File: config.mk
export PLATFORM = sky130hd
export DESIGN_NAME = key_ctrl
export DESIGN_NICKNAME = d
export VERILOG_FILES = /design/src/rtl/key_ctrl.sv
export SDC_FILE = /design/constraint.sdc
export NUM_CORES = 1
export LEC_CHECK = 0
export CAP_MARGIN = 40
export CELL_PAD_IN_SITES_DETAIL_PLACEMENT = 0
export CELL_PAD_IN_SITES_GLOBAL_PLACEMENT = 2
export CORE_MARGIN = 2
export CORE_UTILIZATION = 40
export CTS_CLUSTER_SIZE = 20
export DETAILED_ROUTE_END_ITERATION = 10
export PLACE_DENSITY_LB_ADDON = 0.1
export SKIP_LAST_GASP = 1
export SYNTH_ARGS = -nofsm -noshare
export SYNTH_HDL_FRONTEND = slang
export SYNTH_SLANG_ARGS = --single-unit
File: constraint.sdc
create_clock -name clk -period 4.65 [get_ports clk]
set_input_delay 1.395 -clock clk [delete_from_list [all_inputs] [get_ports clk]]
set_output_delay 1.395 -clock clk [all_outputs]
set_load 0.05 [all_outputs]
File: src/rtl/key_ctrl.sv
// key_ctrl: player control stage between the key scanner and the music sequencer.
// Tracks the IDLE/PLAY/PAUSE state and the selected song index, and issues a
// one-cycle restart strobe to the sequencer. A pause that lasts PAUSE_TMO cycles
// falls back to IDLE.
//
// Optional feature macro: AUTO_NEXT_EN
//   defined   : song_done in PLAY advances to the next song and restarts it
//   undefined : song_done in PLAY returns to IDLE
//
//   state | meaning
//   IDLE  | stopped, sequencer held, index may still be changed
//   PLAY  | sequencer advancing notes (play_en high)
//   PAUSE | sequencer frozen, timeout counter running while no key pressed
module key_ctrl #(
  parameter int SONG_NUM  = 4,
  parameter int SW        = 2,
  parameter int PAUSE_TMO = 250_000_000
) (
  input  logic          clk,
  input  logic          rst,
  input  logic [3:0]    key_evt,
  input  logic          song_done,
  output logic [SW-1:0] song_idx,
  output logic          play_en,
  output logic          song_start,
  output logic [1:0]    st
);

  typedef enum logic [1:0] {
    IDLE  = 2'b00,
    PLAY  = 2'b01,
    PAUSE = 2'b10
  } state_t;

  localparam int            CW       = 28;
  localparam logic [CW-1:0] TMO_LAST = CW'(PAUSE_TMO - 1);
  localparam logic [SW-1:0] IDX_LAST = SW'(SONG_NUM - 1);

  state_t        state, state_nxt;
  logic [SW-1:0] idx_nxt, idx_inc, idx_dec;
  logic          restart;
  logic          play_en_nxt, start_nxt;
  logic [CW-1:0] cnt, cnt_nxt;

  // Wrapping neighbours of the current index, kept inside 0..SONG_NUM-1
  assign idx_inc = (song_idx == IDX_LAST) ? '0 : song_idx + SW'(1);
  assign idx_dec = (song_idx == '0) ? IDX_LAST : song_idx - SW'(1);

  // State register: all outputs are registered, reset clears everything
  always_ff @(posedge clk or posedge rst) begin
    if (rst) begin
      state      <= IDLE;
      song_idx   <= '0;
      play_en    <= 1'b0;
      song_start <= 1'b0;
      cnt        <= '0;
    end else begin
      state      <= state_nxt;
      song_idx   <= idx_nxt;
      play_en    <= play_en_nxt;
      song_start <= start_nxt;
      cnt        <= cnt_nxt;
    end
  end

  // Next-state logic: keys by priority stop > play/pause > next > prev, then
  // song_done (only with no key), then pause timeout
  always_comb begin
    state_nxt = state;
    idx_nxt   = song_idx;
    restart   = 1'b0;
    if (key_evt[3]) begin
      state_nxt = IDLE;
    end else if (key_evt[0]) begin
      case (state)
        IDLE:    begin state_nxt = PLAY; restart = 1'b1; end
        PLAY:    state_nxt = PAUSE;
        PAUSE:   state_nxt = PLAY;
        default: state_nxt = IDLE;
      endcase
    end else if (key_evt[1] || key_evt[2]) begin
      idx_nxt = key_evt[1] ? idx_inc : idx_dec;
      if (state != IDLE) begin
        state_nxt = PLAY;
        restart   = 1'b1;
      end
    end else if (state == PLAY && song_done) begin
`ifdef AUTO_NEXT_EN
      idx_nxt = idx_inc;
      restart = 1'b1;
`else
      state_nxt = IDLE;
`endif
    end else if (state == PAUSE && cnt == TMO_LAST) begin
      state_nxt = IDLE;
    end
  end

  // Output logic: next values for the registered outputs and the pause counter
  always_comb begin
    play_en_nxt = (state_nxt == PLAY);
    start_nxt   = restart;
    cnt_nxt     = '0;
    if (state == PAUSE && state_nxt == PAUSE && key_evt == 4'b0000)
      cnt_nxt = cnt + CW'(1);
  end

  assign st = state;

endmodule

# Word-level counts from Yosys, hierarchy flattened
# Cells that the tools add are included.
# op_classes
eq_ne,6
n_addsub,3
n_reduce_logical,11
n_mux,16
n_bitwise,2
# op_table
operator,count
adder 28 x 1 -> 28 bit (second input constant),1
equality test 28 bit (second input constant),1
2-to-1 mux 28 bit,1
2-to-1 mux 2 bit,9
equality test 2 bit (second input constant),3
2-to-1 mux 1 bit,5
equality test 2 x 1 -> 1 bit (second input constant),2
logical AND 1 bit,4
logical NOT 2 bit,2
logical NOT 4 bit,1
case mux 2 bit (2 select lines),1
AND reduction 3 bit,1
adder 2 x 1 -> 2 bit (second input constant),1
inverter 1 bit,2
nonzero test 2 bit,1
OR reduction 2 bit,1
subtractor 2 x 1 -> 2 bit (second input constant),1
logical OR 1 bit,1
# totals
elab_cells,43
reg_bits,34
out_inout_bits,6
input_bits,7

# Longest topological paths before layout
# depth
word_depth,11
depth_mapped,7
depth_no_buf,5

# Worst setup path before layout
# No wires, ideal clock.
# synth_timing
path_type,input to register
from,input key_evt[3]
to,register cnt[18]
required_time_ns,4.573
path_buffers,1
setup_ns,0.077
arrival_time_ns,2.432
path_stages,5
setup_slack_ns,2.140
path_cell_list,nor2_1 -> nand4b_1 -> o21bai_2 -> buf_2 -> a21oi_1
# synth_between
elab_chain_cells,5
elab_cells_between_ends,6
cone_classes,eq/ne (1); mux (2); reduce/logical (3)
# synth_rtl
item,line_no,rtl
"start, declared",21,"input logic [3:0] key_evt,"
2-to-1 mux 2 bit,72,if (key_evt[3]) begin
equality test 2 bit,104,if (state == PAUSE && state_nxt == PAUSE && key_evt == 4'b0000)
logical AND 1 bit,104,
logical AND 1 bit *,104,
2-to-1 mux 28 bit *,104,
net cnt_nxt[18],43,"logic [CW-1:0] cnt, cnt_nxt;"
"end signal, assigned",62,cnt <= cnt_nxt;
"end, declared",43,
# The timed path passes the listed nets; every way through them passes the cells marked *.
# A chain may end at the register's enable or synchronous reset.

# Worst setup path in the final report
# layout_timing
from,input key_evt[3]
to,register cnt[21]
# The elaborated chain is that of the path after synthesis.

==> flow_summary_export.csv <==
group,metric,value,unit
clocking,cts_max_level,2,
synth,synthArstFlopShare,100,%
clocking,cts-resized-gates,0,
setup_path,cp-end-kind,"flop",
sta,rsz0062_at_grt,"false",
min_path,hold_path.class,"flop to flop",
sta,fin_crit_sh,66.3,%
setup_path,path_max_fanout,13,
synth,avgSynthCellArea,9.61,µm²
placement,io_buffers,12,
power,pwr-share-clk,33.9,%
clocking,cts_setup_buffers,0,
synth,synth_edf_count,0,
synth,synth_ff_type,"dfrtp_1",
floorplan,die_h,71.2,µm
clocking,cts_hold_buf,0,
setup_path,critPathLaunchType,"primary input",
clocking,path_clk_slew,0.07,ns
power,power.share.combinational,17.8,%
setup_path,rrSetupSlack,2.49,ns
global_routing,grt_pass1_wl,6650,µm
setup_path,ff2ff_path_depth,5,
routing,ant_nets,0,
floorplan,die_x,71.2,µm
sta,fmax,0.325,GHz
routing,via_per_inst,5.76,
floorplan,die_area,5070,µm²
power,powerDensity,322,nW/µm²
clocking,insertion_delay,0.29,ns
job,drv_cap,0,
power,switching_share,28.8,%
synth,synth_top_family_by_area,"simple AND/OR/NAND/NOR gates",
global_routing,grt_pass1_vias,1427,
min_path,hold_depth,1,
layout,final_cell_mix,"34 x dfrtp_1, 20 x nor2_1, 17 x a21oi_1, 12 x clkdlybuf4s50_1",
sta,worst_pin_slew,0.548,ns
power,p_leak,0.786,nW
placement,hpwlAfterDp,2690,µm
sta,whs,0.497,ns
sta,finalHoldViolCount,0,
synth,synth_compound_gate_area_share,13.4,%
sta,slew_headroom,63.4,%
clocking,clockBufferDepth,2,
setup_path,crit_arrival,3.28,ns
power,vdd_drop_max,0.000235,V
synth,yosysSeqAreaShare,47.1,%
power,internal_power,0.472,mW
synth,synthSimpleGateAreaFrac,27.8,%
clocking,cts_buffers,5,
power,totalPowerFinal,0.663,mW
synth,synth_fa_ha_area_share,2.08,%
sta,slew_viol_final,0,
placement,dp.cells,244,
power,seqPwrFrac,48.3,%
sta,skew,0.0102,ns
clocking,cts.sinks,34,
synth,synthMuxAreaShare,0,%
routing,firstDrtPassIters,4,
setup_path,cp_data_required_time,4.85,ns
layout,antenna_cells,0,
layout,fin_cells,252,
routing,drc,0,
placement,place.gp.congestion,0.815,
synth,synth_fp_nets,198,
synth,yosysWarningCount,0,
synth,syn_inst,188,
sta,finalSetupTns,0,ns
floorplan,initial_core_util,41.5,%
floorplan,num_io_pins,13,
layout,syn2layout_area_growth,13.9,%
layout,layout_commonest_cell,"dfrtp_1",
routing,wl,3860,µm
global_routing,antenna_found_initial,0,
global_routing,grt_overflow_total,0,
routing,drtIter0Drc,36,
layout,drive_gt1_share,9.00,%
clocking,root_buffer,"clkbuf_8",
layout,post-route-util,47.3,%
synth,post_synth_num_cell_types,40,
routing,wire_per_inst,15.3,µm
setup_path,crit_type,"primary input to flop",
global_routing,grtUsageTotal,16.5,%
power,netSwitchingPower,0.191,mW
synth,ys_seq_elements,34,
layout,nNetsFinal,209,
sta,setup_viol,0,
synth,synth_xor_area_share,5.82,%
global_routing,grt_max_degree,35,
status,outcome,"completed",
floorplan,row_count,24,
routing,via_count,1451,
floorplan,core,4350,µm²
sta,min_period,3.08,ns
clocking,cts_tree,"built",
synth,synth_area,1810,µm²
==> power by group through the flow <==
stage / registers [mW] / clock network (mW) / logic (mW)
2_1_floorplan: 0.362 / 0 / 0.0403
6_report: 0.320 / 0.224 / 0.118
4_1_cts: 0.321 / 0.230 / 0.119
3_3_place_gp: 0.325 / 0 / 0.116
5_1_grt: 0.322 / 0.245 / 0.130
3_5_place_dp: 0.326 / 0 / 0.119
==> cell usage after synthesis (2+ instances only) <==
master / count / area share, %
buf_2: 2 / 0.55
nor4b_1: 2 / 0.97
inv_1: 6 / 1.2
clkbuf_1: 7 / 1.5
o21ai_0: 6 / 1.7
nand3_1: 10 / 2.8
o31ai_1: 10 / 4.2
or4_1: 10 / 4.2
and3_1: 3 / 1.0
xor2_1: 10 / 4.8
or3_1: 6 / 2.1
nand4_1: 9 / 3.1
a21oi_1: 17 / 4.7
dfrtp_1: 34 / 47
nor2_1: 20 / 4.2
nand2_1: 8 / 1.7
xnor2_1: 2 / 0.97
ha_1: 3 / 2.1
a31oi_1: 2 / 0.69
==> critical path, stage by stage <==
cell and delay (ns):
clkdlybuf4s50_1 0.47, nor2_1 0.38, nand4b_1 0.27, o21bai_2 0.40, buf_8 0.22, a21oi_1 0.14
==> worst paths after layout <==
| kind | to | from |
|---|---|---|
| worst max-delay path | cnt[21]$_DFF_PP0_ | key_evt[3] |
| worst min-delay path | cnt[0]$_DFF_PP0_ | cnt[0]$_DFF_PP0_ |
| worst max register to register | cnt[21]$_DFF_PP0_ | cnt[7]$_DFF_PP0_ |
| worst min register to register | cnt[0]$_DFF_PP0_ | cnt[0]$_DFF_PP0_ |
| max in group asynchronous | cnt[24]$_DFF_PP0_ | rst |
| min in group asynchronous | cnt[10]$_DFF_PP0_ | rst |
==> state kept, by name (all words and copies together) (netlist names) <==
| signal | count |
|---|---|
| cnt | 28 |
| song_idx | 2 |
| st | 2 |
| play_en | 1 |
| song_start | 1 |
==> cells by family after synthesis <==
logic type,count (synthesis)
adders and majority gates,3
xor gates and xnor gates,12
and+or+nand+nor,84
AOI/OAI and AO/OA,39
DFF,34
buffers and inverters,16
==> metrics by stage <==
stage | worst slack, ns | cell area [µm²]
floorplan | 2.14 | 1810
global placement | 1.35 | 1950
detailed placement | 1.28 | 1970
CTS | 1.57 | 2060
global route | 1.35 | 2060
finish | 1.57 | 2060
==> cell type report <==
type	instances	area, µm²
multi-input combinational	138	886
clock buffer	7	86.3
tap	52	65.1
sequential	34	851
fill	430	2300
inverter	6	22.5
clock inverter	1	5.00
timing repair buffer	14	143
==> metal layers <==
| metal | vias up | part of all wire [%] | GRT usage (%) |
|---|---|---|---|
| met2 | 21 | 47 | 26.0 |
| met4 | 0 | 1.2 | 4.82 |
| met5 | - | 0 | 0 |
| met3 | 5 | 2.8 | 4.13 |
| li1 | 714 | - | - |
| met1 | 711 | 49 | 22.6 |
No activity file was read; power rests on OpenSTA's default activity.
